<file path="src/rtl/piso_pkg.sv">
// piso_pkg: shared definitions for the piso_serial_tx transmitter.
//   state_t   : FSM state encoding (ST_IDLE = 0, ST_SHIFT = 1)
//   cnt_width : bit-counter width for a given frame width
package piso_pkg;

  typedef enum logic {
    ST_IDLE  = 1'b0,
    ST_SHIFT = 1'b1
  } state_t;

  function automatic int unsigned cnt_width(input int unsigned width);
    return (width < 2) ? 1 : $clog2(width);
  endfunction

endpackage

</file>
<file path="src/rtl/piso_shift_reg.sv">
// piso_shift_reg: WIDTH-bit parallel-load shift register with a one-bit serial tap.
//   clk, rst  : clock, asynchronous active-high reset (clears the register)
//   load      : capture load_data (takes priority over shift)
//   load_data : parallel word
//   shift     : advance one bit toward the serial tap, zero-filling behind
//   ser_bit   : current head bit (MSB when MSB_FIRST=1, else LSB)
module piso_shift_reg #(
  parameter int unsigned WIDTH     = 8,
  parameter bit          MSB_FIRST = 1'b1
) (
  input  logic             clk,
  input  logic             rst,
  input  logic             load,
  input  logic [WIDTH-1:0] load_data,
  input  logic             shift,
  output logic             ser_bit
);

  logic [WIDTH-1:0] q;

  // Zero-fill means the register drains to all-zero after a full frame,
  // so the serial tap idles at 0 without a separate gate.
  always_ff @(posedge clk or posedge rst) begin
    if (rst) begin
      q <= '0;
    end else if (load) begin
      q <= load_data;
    end else if (shift) begin
      if (MSB_FIRST) q <= {q[WIDTH-2:0], 1'b0};
      else           q <= {1'b0, q[WIDTH-1:1]};
    end
  end

  assign ser_bit = MSB_FIRST ? q[WIDTH-1] : q[0];

endmodule

</file>
<file path="src/rtl/piso_serial_tx.sv">
// piso_serial_tx: parallel-in serial-out transmitter with a one-word holding
// register for gapless back-to-back frames.
//   clk, rst    : clock, asynchronous active-high reset
//   load_data   : WIDTH-bit word to send
//   load_valid  : load_data valid; accepted when load_ready is also high
//   load_ready  : !hold_full
//   ser_out     : serial bit (0 when idle), ser_out_n its complement
//   ser_valid   : ser_out carries a frame bit
//   frame_start : first bit of a frame, ser_last : last bit of a frame
//   busy        : ser_valid | hold_full
module piso_serial_tx
  import piso_pkg::*;
#(
  parameter int unsigned WIDTH     = 8,
  parameter bit          MSB_FIRST = 1'b1
) (
  input  logic             clk,
  input  logic             rst,
  input  logic [WIDTH-1:0] load_data,
  input  logic             load_valid,
  output logic             load_ready,
  output logic             ser_out,
  output logic             ser_out_n,
  output logic             ser_valid,
  output logic             frame_start,
  output logic             ser_last,
  output logic             busy
);

  localparam int unsigned     CW   = cnt_width(WIDTH);
  localparam logic [CW-1:0]   LAST = CW'(WIDTH - 1);

  state_t           state, state_nx;
  logic [CW-1:0]    cnt, cnt_nx;
  logic             hold_full, hold_full_nx;
  logic [WIDTH-1:0] hold;
  logic             hold_wr;
  logic             accept;
  logic             sr_load, sr_shift;
  logic [WIDTH-1:0] sr_data;

  assign accept = load_valid && !hold_full;

  always_comb begin
    state_nx     = state;
    cnt_nx       = cnt;
    hold_full_nx = hold_full;
    hold_wr      = 1'b0;
    sr_load      = 1'b0;
    sr_shift     = 1'b0;
    sr_data      = load_data;
    case (state)
      ST_IDLE: begin
        if (accept) begin
          sr_load  = 1'b1;
          state_nx = ST_SHIFT;
          cnt_nx   = '0;
        end
      end
      ST_SHIFT: begin
        if (cnt != LAST) begin
          sr_shift = 1'b1;
          cnt_nx   = cnt + 1'b1;
          if (accept) begin
            hold_wr      = 1'b1;
            hold_full_nx = 1'b1;
          end
        end else if (hold_full) begin
          // A held word wins over a new offer; load_ready is low so none is taken.
          sr_load      = 1'b1;
          sr_data      = hold;
          cnt_nx       = '0;
          hold_full_nx = 1'b0;
        end else if (accept) begin
          sr_load = 1'b1;
          cnt_nx  = '0;
        end else begin
          // Final shift drains the last data bit, leaving the shifter all-zero.
          sr_shift = 1'b1;
          state_nx = ST_IDLE;
          cnt_nx   = '0;
        end
      end
      default: begin
        state_nx = ST_IDLE;
        cnt_nx   = '0;
      end
    endcase
  end

  always_ff @(posedge clk or posedge rst) begin
    if (rst) begin
      state       <= ST_IDLE;
      cnt         <= '0;
      hold_full   <= 1'b0;
      hold        <= '0;
      frame_start <= 1'b0;
      ser_last    <= 1'b0;
    end else begin
      state       <= state_nx;
      cnt         <= cnt_nx;
      hold_full   <= hold_full_nx;
      if (hold_wr) hold <= load_data;
      frame_start <= (state_nx == ST_SHIFT) && (cnt_nx == '0);
      ser_last    <= (state_nx == ST_SHIFT) && (cnt_nx == LAST);
    end
  end

  piso_shift_reg #(
    .WIDTH     (WIDTH),
    .MSB_FIRST (MSB_FIRST)
  ) u_shift_reg (
    .clk       (clk),
    .rst       (rst),
    .load      (sr_load),
    .load_data (sr_data),
    .shift     (sr_shift),
    .ser_bit   (ser_out)
  );

  assign ser_out_n  = ~ser_out;
  assign ser_valid  = (state == ST_SHIFT);
  assign load_ready = ~hold_full;
  assign busy       = ser_valid | hold_full;

endmodule
</file>
<file path="config.mk">
export PLATFORM = sky130hd
export DESIGN_NAME = piso_serial_tx
export DESIGN_NICKNAME = d
export VERILOG_FILES = /design/src/rtl/piso_pkg.sv /design/src/rtl/piso_shift_reg.sv /design/src/rtl/piso_serial_tx.sv
export SDC_FILE = /design/constraint.sdc
export NUM_CORES = 1
export LEC_CHECK = 0
export CORE_MARGIN = 2
export CORE_UTILIZATION = 30
export CTS_BUF_LIST = sky130_fd_sc_hd__clkbuf_8
export CTS_CLUSTER_SIZE = 28
export DETAILED_ROUTE_END_ITERATION = 16
export PLACE_DENSITY = 0.56
export SLEW_MARGIN = 10
export SYNTH_ARGS = -nofsm -noshare
export SYNTH_HDL_FRONTEND = slang
export SYNTH_HIERARCHICAL = 1
export SYNTH_SLANG_ARGS = --single-unit
</file>
<file path="constraint.sdc">
create_clock -name clk -period 3.55 [get_ports clk]
set_clock_uncertainty 0.1 [all_clocks]
set_input_delay 0.355 -clock clk [delete_from_list [all_inputs] [get_ports clk]]
set_output_delay 0.355 -clock clk [all_outputs]
set_load 0.01 [all_outputs]
</file>
After elaboration in Yosys (flattened, before gate mapping)
Cells that the tools add are included.

storage, ports and cells
  bits of input ports = 11
  register bits = 23
  output and inout bits = 7
  latch bits = 0
  word-level logic and storage cells = 44
  memories = 0
  ROM bits = 0
  bits in writable memories = 0

cells by class
  bitwise gates (word level) = 4
  shifts and indexed selects = 0
  reductions and logical operators = 7
  $add $sub $neg = 1
  muxes and demuxes = 22
  divide/modulo/power cells = 0
  equal/unequal tests = 3
  multipliers = 0
  magnitude comparators = 0

operators by type and width
  kind                                                           count
  8-bit two-way mux                                              5
  1-bit two-way mux                                              12
  3-bit two-way mux                                              2
  3-bit one-hot mux with 2 select lines                          1
  1-bit one-hot mux with 2 select lines                          2
  3-bit by 1-bit adder with 3-bit output, second input constant  1
  3-bit equality test, second input constant                     1
  1-bit logical AND                                              3
  3-bit zero test                                                1
  3-bit inequality test, second input constant                   1
  1-bit inverter                                                 3
  2-bit inequality test, second input constant                   1
  2-bit AND reduction                                            1
  2-bit nonzero test                                             1
  1-bit zero test                                                1
  1-bit bitwise OR                                               1

Longest topological paths before layout
  word-level depth = 8
  gate-level depth with buffers = 8
  depth with buffers taken out = 7

Cells and area by module
The synthesis kept the hierarchy.

modules (own cells, without submodules)
  module          times used  area an instance (µm²)  cells each
  piso_serial_tx  1           823.3                   66
  piso_shift_reg  1           372.9                   35

Worst setup path before layout
No wires, ideal clock.

  kind = reg-to-reg
  from = register cnt[0]
  to = register u_shift_reg.q[1]
  cell stages (with the launch flop) = 8
  setup time = 121 ps
  required time = 3329 ps
  setup slack = 1711 ps
  data arrival time = 1618 ps
  cell sequence = dfrtp_1 -> ha_1 -> ha_1 -> nand2b_2 -> o21ai_0 -> a21oi_1 -> buf_6 -> o21ai_1

between the ends
  word-level cells in the longest chain between the ends = 4

RTL lines
  element                                                  RTL line               source
  from (decl)                                              piso_serial_tx.sv:34   logic [CW-1:0] cnt, cnt_nx;
  from (signal assigned)                                   piso_serial_tx.sv:101  cnt <= cnt_nx;
  3-bit inequality test (*)                                piso_serial_tx.sv:61   if (cnt != LAST) begin
  1-bit two-way mux (*)                                    piso_serial_tx.sv:61
  1-bit one-hot mux with 2 select lines (*)                piso_serial_tx.sv:52   case (state)
  via sr_load                                              piso_serial_tx.sv:39   logic sr_load, sr_shift;
  8-bit two-way mux or 2-bit nonzero test (tied branches)  -
  to (signal assigned)                                     piso_shift_reg.sv:27   q <= load_data;
  to (signal assigned)                                     piso_shift_reg.sv:29   if (MSB_FIRST) q <= {q[WIDTH-2:0], 1'b0};
  to (signal assigned)                                     piso_shift_reg.sv:30   else q <= {1'b0, q[WIDTH-1:1]};
  to (decl)                                                piso_shift_reg.sv:19   logic [WIDTH-1:0] q;

The timed path passes the listed nets; every way through them passes the cells marked *.
A chain may end at the register's enable or synchronous reset.

Final worst setup path
  from = register cnt[0]
  to = register u_shift_reg.q[7]

between the ends
  word-level cells in the longest chain between the ends = 4

RTL lines
  element                       RTL line
  3-bit inequality test         piso_serial_tx.sv:61
  1-bit two-way mux             piso_serial_tx.sv:61
  1-bit two-way mux             piso_serial_tx.sv:52
  via sr_shift                  piso_serial_tx.sv:39
  2-bit nonzero test (no line)  -

The timed path passes the listed nets, and every way through them passes these cells.

==> impl_metrics.csv <==
group,metric,value,unit
clock_tree,post_cts_buffers,0,
clock_tree,cts.repair.resized,0,
sta,whs,0.266,ns
worst_setup_path,critPathKind,"reg -> reg",
grt,grt-ovfl-total,0,
clock_tree,cts_hold_buf,0,
clock_tree,clk_pin_slew_worst_paths,0.08,ns
floorplanning,die_w,67.1,µm
finish,seqCellArea,576,µm²
clock_tree,clock_path_buffers,2,
sta,finalHoldViolCount,0,
routing,drc,0,
finish,multi_input_comb_area,563,µm²
pwr,power_frac_seq,0.398,
routing,drt-met1-wl,1.10,mm
sta,max_clock_freq,0.469,GHz
pwr,p_sw,0.425,mW
synth,yosysUniqueCellTypes,24,
grt,track_usage,0.108,
place,gp_congestion,0.710,
sta,setup_viol,0,
finish,nNetsFinal,133,
worst_setup_path,r2r_end,"u_shift_reg/q[7]",
pwr,ir_drop,0.197,mV
synth,yosys_warnings,6,
sta,finalCritPeriodShare,0.601,
finish,nFillCells,386,
floorplanning,pin_count,18,
sta,setup_tns,0,ns
worst_setup_path,critPathArrivalTime,2.18,ns
sta,maxSlewViolCount,0,
routing,route.met2.wl,965,µm
sta,period_minus_slack,2.13,ns
clock_tree,numCtsBuffers,3,
clock_tree,clkSinkCount,23,
synth,synth-seq-cells,23,
floorplanning,rows,22,
pwr,power_frac_clock,0.137,
worst_setup_path,rr_startpoint,"cnt[0]",
synth,synth_area,1200,µm²
routing,routed_wl,2.15,mm
clock_tree,cts_tree,"built",
worst_setup_path,crit_path_start_kind,"register",
floorplanning,die-area,4510,µm²
floorplanning,core_area,3740,µm²
worst_setup_path,endpoint,"u_shift_reg/q[7]",
routing,vias,779,
worst_setup_path,r2r_setup_slack,1.42,ns
synth,avgSynthCellArea,11.8,µm²
place,port_buffers,17,
sta,tightest_slew,0.735,ns
pwr,leakage,0.648,nW
synth,syn_nets,114,
worst_setup_path,rr_worst_depth,7,
routing,top_layer,"met4",
finish,layout_commonest_cell,"dfrtp_1",
routing,drtAntennaViolNets,0,
clock_tree,clk_latency,0.26,ns
routing,drt_first_pass_iters,4,
sta,rsz0062_at_grt,"no",
routing,drt_iter0_drc,30,
pwr,power_density,801,nW/µm²
floorplanning,die_h,67.1,µm
place,dpl.hpwl,1.52,mm
finish,syn2layout_area_growth,20.8,%
synth,synth.top_cell.area_share,0.481,
outcome,status,"finished clean",
routing,viasPerCell,4.66,
synth,ys_seq_area_frac,0.481,
pwr,internal_power,0.732,mW
routing,routedWlPerCell,12.9,µm
worst_setup_path,end_kind,"register",
routing,route.met3.wl,56,µm
floorplanning,start_util,0.320,
worst_setup_path,critPathMaxFanout,8,
grt,grt_max_degree,17,
job,maxCapViolations,0,
pwr,comb_power_share,0.464,
worst_setup_path,required,3.60,ns
synth,ys_top_cells_by_area,"dfrtp_1, mux2_2, mux2i_1",
finish,n_antenna_cell,0,
hold_path,hp-class,"in -> async",
pwr,p_sw_frac,0.367,
worst_setup_path,critPathLaunch,"cnt[0]",
clock_tree,cts_root_buffer,"clkbuf_8",
finish,drive_above_1_share,0.252,
grt,antenna_found_initial,0,
synth,synth_largest_area_cell,"dfrtp_1",
finish,mostFrequentLayoutCells,"dfrtp_1, clkdlybuf4s50_1, mux2_2",
grt,grt_pass1_wl,3.65,mm
clock_tree,h-tree-depth,1,
synth,syn_inst,101,
grt,grt_pass1_vias,785,
sta,max_slew_margin,0.508,
cell families (layout without fill, tap and decap cells):
group	count (synthesis)	in the layout	share of synthesized area
and+or+nand+nor	26	26	0.132
muxes	23	23	0.209
DFF	23	23	0.481
AOI/OAI and AO/OA	17	17	0.109
buffers and inverters	10	28	0.0481
adders and majority gates	2	2	0.0209
per-layer routing:
layer | up-vias | track usage
met5 | - | 0
met3 | 2 | 0.0150
met4 | 0 | 0.0536
met1 | 385 | 0.160
li1 | 378 | -
met2 | 14 | 0.153
metrics by stage:
stage	total power, mW	worst slack [ns]	cell area (µm²)	utilization	cells
final	1.16	1.42	1450	0.386	167
after global placement	0.989	1.40	1400	0.374	163
after floorplan	0.887	1.71	1200	-	101
after global routing	1.26	1.21	1450	0.386	167
after CTS	1.17	1.44	1450	0.386	167
after detailed placement	1.01	1.37	1400	0.374	163
state kept, by name, summed over array words and instances, names as in the netlist:
register	cells
ser_valid	1
hold	8
hold_full	1
u_shift_reg/q	8
ser_last	1
cnt	3
frame_start	1
critical path, stage by stage (launching register included):
cell	delay [ns]
dfrtp_1	0.42
ha_1	0.21
ha_1	0.24
inv_1	0.09
nor2_1	0.05
nor2_1	0.56
mux2i_1	0.28
o21ai_1	0.07
how the worst min path moves through the flow:
| stage | start | to | slack [ns] | cells past startpoint |
|---|---|---|---|---|
| after global routing | rst | u_shift_reg/q[0] | 0.30 | 2 |
| after global placement | hold[1] | hold[1] | 0.39 | 1 |
| after floorplan | rst | u_shift_reg/q[0] | 0.07 | 1 |
| after CTS | rst | u_shift_reg/q[0] | 0.27 | 2 |
| after detailed placement | hold[3] | hold[3] | 0.39 | 1 |
| final | rst | u_shift_reg/q[0] | 0.27 | 2 |
power by group through the flow:
| stage | Clock [mW] | Combinational, mW | Sequential, mW |
|---|---|---|---|
| floorplan | 0 | 0.453 | 0.434 |
| global placement | 0 | 0.531 | 0.458 |
| detailed placement | 0 | 0.542 | 0.465 |
| CTS | 0.170 | 0.544 | 0.461 |
| global route | 0.180 | 0.598 | 0.480 |
| finish | 0.159 | 0.537 | 0.461 |
synth_stat cells:
cell	instances
a21oi_1	3
mux2i_1	7
o22ai_2	1
o21ai_1	7
nand2b_2	1
dfrtp_1	23
o21ai_2	1
inv_1	6
nor2_8	1
o21ai_0	3
ha_1	2
mux2_2	16
nand2_1	12
o21ai_4	1
nor2b_4	1
buf_4	1
nand2b_1	4
and3_1	1
buf_6	2
nand2b_4	1
nand3_2	1
a2111oi_4	1
nor2_1	4
buf_2	1
final cells by class:
class | instances | area share
Clock buffer | 3 | 0.0286
Sequential cell | 23 | 0.398
Tap cell | 48 | 0.0416
Clock inverter | 1 | 0.00346
Inverter | 6 | 0.0156
Timing Repair Buffer | 18 | 0.123
Multi-Input combinational cell | 68 | 0.390
Note: power is estimated with default switching activity, not from simulation.
==> RTL change 1 (same flow settings) <==
Make the reset (`rst`) synchronous in 2 clocked blocks. Comments in the files are not updated.
--- a/src/rtl/piso_shift_reg.sv
+++ b/src/rtl/piso_shift_reg.sv
@@ -21,5 +21,5 @@
   // Zero-fill means the register drains to all-zero after a full frame,
   // so the serial tap idles at 0 without a separate gate.
-  always_ff @(posedge clk or posedge rst) begin
+  always_ff @(posedge clk) begin
     if (rst) begin
       q <= '0;
--- a/src/rtl/piso_serial_tx.sv
+++ b/src/rtl/piso_serial_tx.sv
@@ -89,5 +89,5 @@
   end
 
-  always_ff @(posedge clk or posedge rst) begin
+  always_ff @(posedge clk) begin
     if (rst) begin
       state       <= ST_IDLE;
Check against the original RTL: differs if rst is asserted again (counterexample within 4 cycles, from zero or initial values and one cycle with rst high); with rst held inactive, the same outputs for 10 cycles.
==> RTL change 1 against the unedited design <==
- highest routed layer is now met3
- wire length is 4.9% lower
- synthesized cell count rose by 6.9%
- non-clock buffer count unchanged
- critical path depth decreased by 1
- sequential cell count did not move
- final area down 8.4%
- worst setup slack lost 0.026 ns
- area after synthesis decreased by 8.5%
Power is not compared: it rests on default switching activity, and its combinational part moved more than twofold at a synthesized area within 25%.
==> RTL change 1: results (changes against the unedited design) <==
Worst path max stage delay=0.58 ns (+0.02 ns); crit-path max FO=8 (unchanged); Post-synth top cells=23 x dfxtp_1, 15 x mux2i_1, 14 x nor2_1, 8 x a211oi_1, 8 x mux2_2; # diodes=0 (unchanged); initial antenna violation count=0 (unchanged); CP delay by family, top=simple AND/OR/NAND/NOR gates; first-pass GRT wire length=3560 um (-2.5%); GRT Util Overall=10.82% (about the same); largest registers=hold (8), u_shift_reg/q (8), cnt (3); pin count of the biggest net entering global routing=24 (+7); Resized cells post-CTS=0 (unchanged); non-filler cells, final=170 (+1.8%); syn avg cell area=10.14 um^2 (-14%); outcome=completed; Hold Crit Class=reg -> reg; via count=796 (+2.2%); Clock Pin Slew Worst Setup and Hold Paths=0.09 ns; slowest cell on the critical path=nor2_1; H-Tree Level Count=1 (unchanged); Hold-fix buffers, CTS=0 (unchanged); WL final=2046 um (-4.9%); sequential share of the synthesized area=42.06% (-6.1 points); Post-Syn Nets=121 (+6.1%); Root Buffer=clkbuf_8; Yosys warnings=6 (unchanged); Layout Nets=138 (+3.8%); Detailed Place HPWL=1412 um (-7.4%); asr flop ratio synth=0% (-100 points); critical path arrival=2.23 ns (+0.05 ns); worst-case clock buffer depth=2 (unchanged); layout cell share with drive strength beyond 1=12.10% (-13 points); global placement routability congestion=0.6853 (-3.5%); Peak supply drop=0.2041 mV; Worst-Skew Late Latency=0.27 ns; router iterations before antenna repair=4 (unchanged); synth unique cells=26 (+8.3%); Num CTS Buffers=3 (unchanged); First DRT Iteration DRCs=47 (+57%); count of buffers from port buffering=17 (unchanged); Slew @ Worst Pin=0.8532 ns (+0.1180 ns); largest cells by area after synthesis=dfxtp_1 42%, mux2i_1 14%, mux2_2 8.2%, a211oi_1 5.5%, nor2_1 4.8%; Main synth FF type=dfxtp_1; # Post-CTS Setup Buffers=0 (unchanged); Static Leakage=0.4916 nW
-- RTL change 1: cell types whose count changed after synthesis, sizes merged, moves of 2 or more --
cell,delta
dfrtp,-23
dfxtp,+23
o21ai,-12
nand2,-10
nor2,+9
a211oi,+8
mux2,-8
mux2i,+8
nor2b,+6
nand2b,-4
a31oi,+3
and2,+2
inv,-2
-- RTL change 1: logic make-up (layout without fill, tap and decap cells) --
family	count (synthesis)	count (layout)	share of synthesized area [%]
buffers and inverters	10	26	6.170
AO/OA/AOI/OAI	17	17	10.52
adder cells (fa/ha/maj)	2	2	2.285
flip-flops	23	23	42.06
AND/OR/NAND/NOR	33	33	17.03
multiplexers	23	23	21.94
-- RTL change 1: worst paths after layout --
path / end / slack (ns) / cells after the start / start
max reg2reg: u_shift_reg/q[6] / 1.39 / 6 / cnt[0]
min: hold[1] / 0.40 / 2 / hold[1]
min reg2reg: hold[1] / 0.40 / 2 / hold[1]
max: u_shift_reg/q[6] / 1.39 / 6 / cnt[0]
-- RTL change 1: report_power, final --
part	switching, W	internal, W	leakage (nW)
logic	0.0000422	0.0000519	0.277
registers	0.0000122	0.000276	0.189
clock network	0.0000835	0.0000784	0.0255
-- RTL change 1: cell type report --
| cell class | count | area [um^2] |
|---|---|---|
| sequential | 23 | 460.4 |
| tap | 46 | 57.56 |
| timing repair buffer | 18 | 177.7 |
| clock inverter | 1 | 5.005 |
| inverter | 4 | 15.01 |
| fill | 373 | 2092 |
| multi-input combinational | 75 | 566.8 |
| clock buffer | 3 | 41.29 |
-- RTL change 1: worst reg2reg max path, cell delays in order (launching register included) --
cell,delay [ns]
dfxtp_1,0.33
ha_1,0.20
ha_1,0.26
o21a_1,0.13
nor2_1,0.58
mux2i_1,0.17
a211oi_1,0.28
-- RTL change 1: through the flow --
stage                     setup slack, ns  area (um^2)
final                               1.390         1324
after global routing                1.169         1324
after CTS                           1.375         1324
after detailed placement            1.284         1277
after global placement              1.357         1277
after floorplan                     1.844         1095
-- RTL change 1: per-layer routing --
layer / share of wire [%] / wire length, um / GRT usage, %
met1: 48 / 976 / 13.39
met2: 48 / 986 / 18.62
met3: 4.1 / 84 / 3.125
met4: 0 / 0 / 2.394
met5: 0 / 0 / 0
==> RTL change 2 (config.mk and constraints unchanged) <==
Made on the original files. `WIDTH` is set to 8 in 2 places; all go to 12.
--- a/src/rtl/piso_shift_reg.sv
+++ b/src/rtl/piso_shift_reg.sv
@@ -6,5 +6,5 @@
 //   ser_bit   : current head bit (MSB when MSB_FIRST=1, else LSB)
 module piso_shift_reg #(
-  parameter int unsigned WIDTH     = 8,
+  parameter int unsigned WIDTH     = 12,
   parameter bit          MSB_FIRST = 1'b1
 ) (
--- a/src/rtl/piso_serial_tx.sv
+++ b/src/rtl/piso_serial_tx.sv
@@ -12,5 +12,5 @@
   import piso_pkg::*;
 #(
-  parameter int unsigned WIDTH     = 8,
+  parameter int unsigned WIDTH     = 12,
   parameter bit          MSB_FIRST = 1'b1
 ) (
Interface: changed (resized load_data); port bits go from 18 to 22. No check against the original RTL was run, so the function may have changed too.
==> RTL change 2 against the unedited design <==
- area after synthesis is 46% higher
- wire length is 46% higher
- worst setup slack worse by 0.056 ns
- die area is 43% higher
- sequential cell count is 9 higher
- total power is 48% higher
- final area is 44% higher
- maximum frequency is 2.6% lower
- final cell count is 42% higher
- register-to-register slack better by 0.02 ns
- sequential power is 40% higher
- largest cell class is now multi-input gates
- largest power group unchanged
==> RTL change 2: results (changes against the unedited design) <==
Static Leakage=1.021 nW (+58%); number of instances in the placed design=229 (+40%); count of buffers from port buffering=21 (+4); met2 wire length=1493 um (+55%); global placement routability congestion=0.7689 (+8.3%); crit-path max FO=19 (+11); GR Layer Usage met3=3.708% (+2.2 points); slowest cell on the critical path=dfrtp_1; worst r2r path cells=6 (-1); CP delay by family, top=flip-flops; synth unique cells=34 (+42%); Placed Area=1992 um^2 (+42%); layout cell share with drive strength beyond 1=24.85% (-0.36 points); Detailed Place HPWL=2214 um (+45%); first-pass GRT wire length=5471 um (+50%); share of the synthesized area in the top cell type=45.71% (-2.4 points); largest registers=hold (12), u_shift_reg/q (12), cnt (4); FF-to-FF setup slack=1.44 ns (+0.02 ns); routed length per instance=13.24 um (+2.8%); fmax=0.4568 GHz (-2.6%); pin count of the biggest net entering global routing=25 (+8); Peak supply drop=0.4749 mV (+140%); H-Tree Level Count=2 (+1); GRT Util Overall=11.08% (+0.27 points); WL final=3139 um (+46%); Post-synth top cells=32 x dfrtp_1, 20 x mux2_4, 19 x nand2_1, 11 x mux2i_1, 11 x o21ai_1; Num CTS Buffers=5 (+2); sequential share of the synthesized area=45.71% (-2.4 points); largest cells by area after synthesis=dfrtp_1 46%, mux2_4 17%, mux2i_1 6.3%, nand2_1 4.1%, o21ai_1 3.1%; syn avg cell area=12.25 um^2 (+3.4%); met2 Track Usage GR=17.33% (+2.0 points); met3 routed WL=161 um (+190%); Worst path max stage delay=0.59 ns (+0.03 ns); Slew @ Worst Pin=0.8105 ns (+0.07535 ns); Worst-Skew Late Latency=0.28 ns (+0.02 ns); outcome=completed; Hold WS=0.3064 ns (+0.04082 ns); number of vias per cell=4.717 (+1.1%); vias in the first global route=1158 (+48%); Layout Nets=180 (+35%)
-- RTL change 2: cell count changes in the layout (fill, tap and decap cells not counted), sizes merged, moves of 4 or more --
cell / delta
dfrtp: +9
mux2i: +4
nand2: +7
mux2: +8
o21ai: +5
clkdlybuf4s50: +4
-- RTL change 2: worst max-delay path by stage --
stage	startpoint	to	cells after the start
finish	ser_valid	busy	2
floorplan	cnt[0]	u_shift_reg/q[2]	5
global route	ser_valid	busy	2
global placement	load_valid	u_shift_reg/q[9]	5
CTS	ser_valid	busy	2
detailed placement	load_valid	u_shift_reg/q[9]	5
-- RTL change 2: worst register-to-register path, cell delays in order (launching register included) --
cell      delay, ns
dfrtp_1        0.40
ha_1           0.34
nand3b_4       0.19
nor2_4         0.44
mux2_1         0.37
nand2_1        0.06
o21ai_0        0.07
-- RTL change 2: layout make-up --
class / count / area, um^2
clock buffer: 6 / 82.58
sequential: 32 / 800.8
multi-input combinational: 98 / 864.6
clock inverter: 2 / 10.01
tap: 72 / 90.09
timing repair buffer: 22 / 217.7
inverter: 5 / 18.77
fill: 535 / 3490
-- RTL change 2: where the power goes --
group          internal (W)  leakage (nW)  switching [W]
combinational      0.000419         0.574       0.000359
clock              0.000155        0.0510       0.000136
sequential         0.000521         0.396       0.000126
total               0.00109          1.02       0.000621
-- RTL change 2: kinds of logic after synthesis --
kind of cell | count (synthesis) | share of synthesized area, %
flip-flops | 32 | 45.71
adder cells (fa/ha/maj) | 1 | 0.7142
XOR/XNOR | 1 | 0.5001
AO/OA/AOI/OAI | 25 | 8.714
buffers and inverters | 13 | 5.214
multiplexers | 35 | 26.00
AND/OR/NAND/NOR | 36 | 13.14
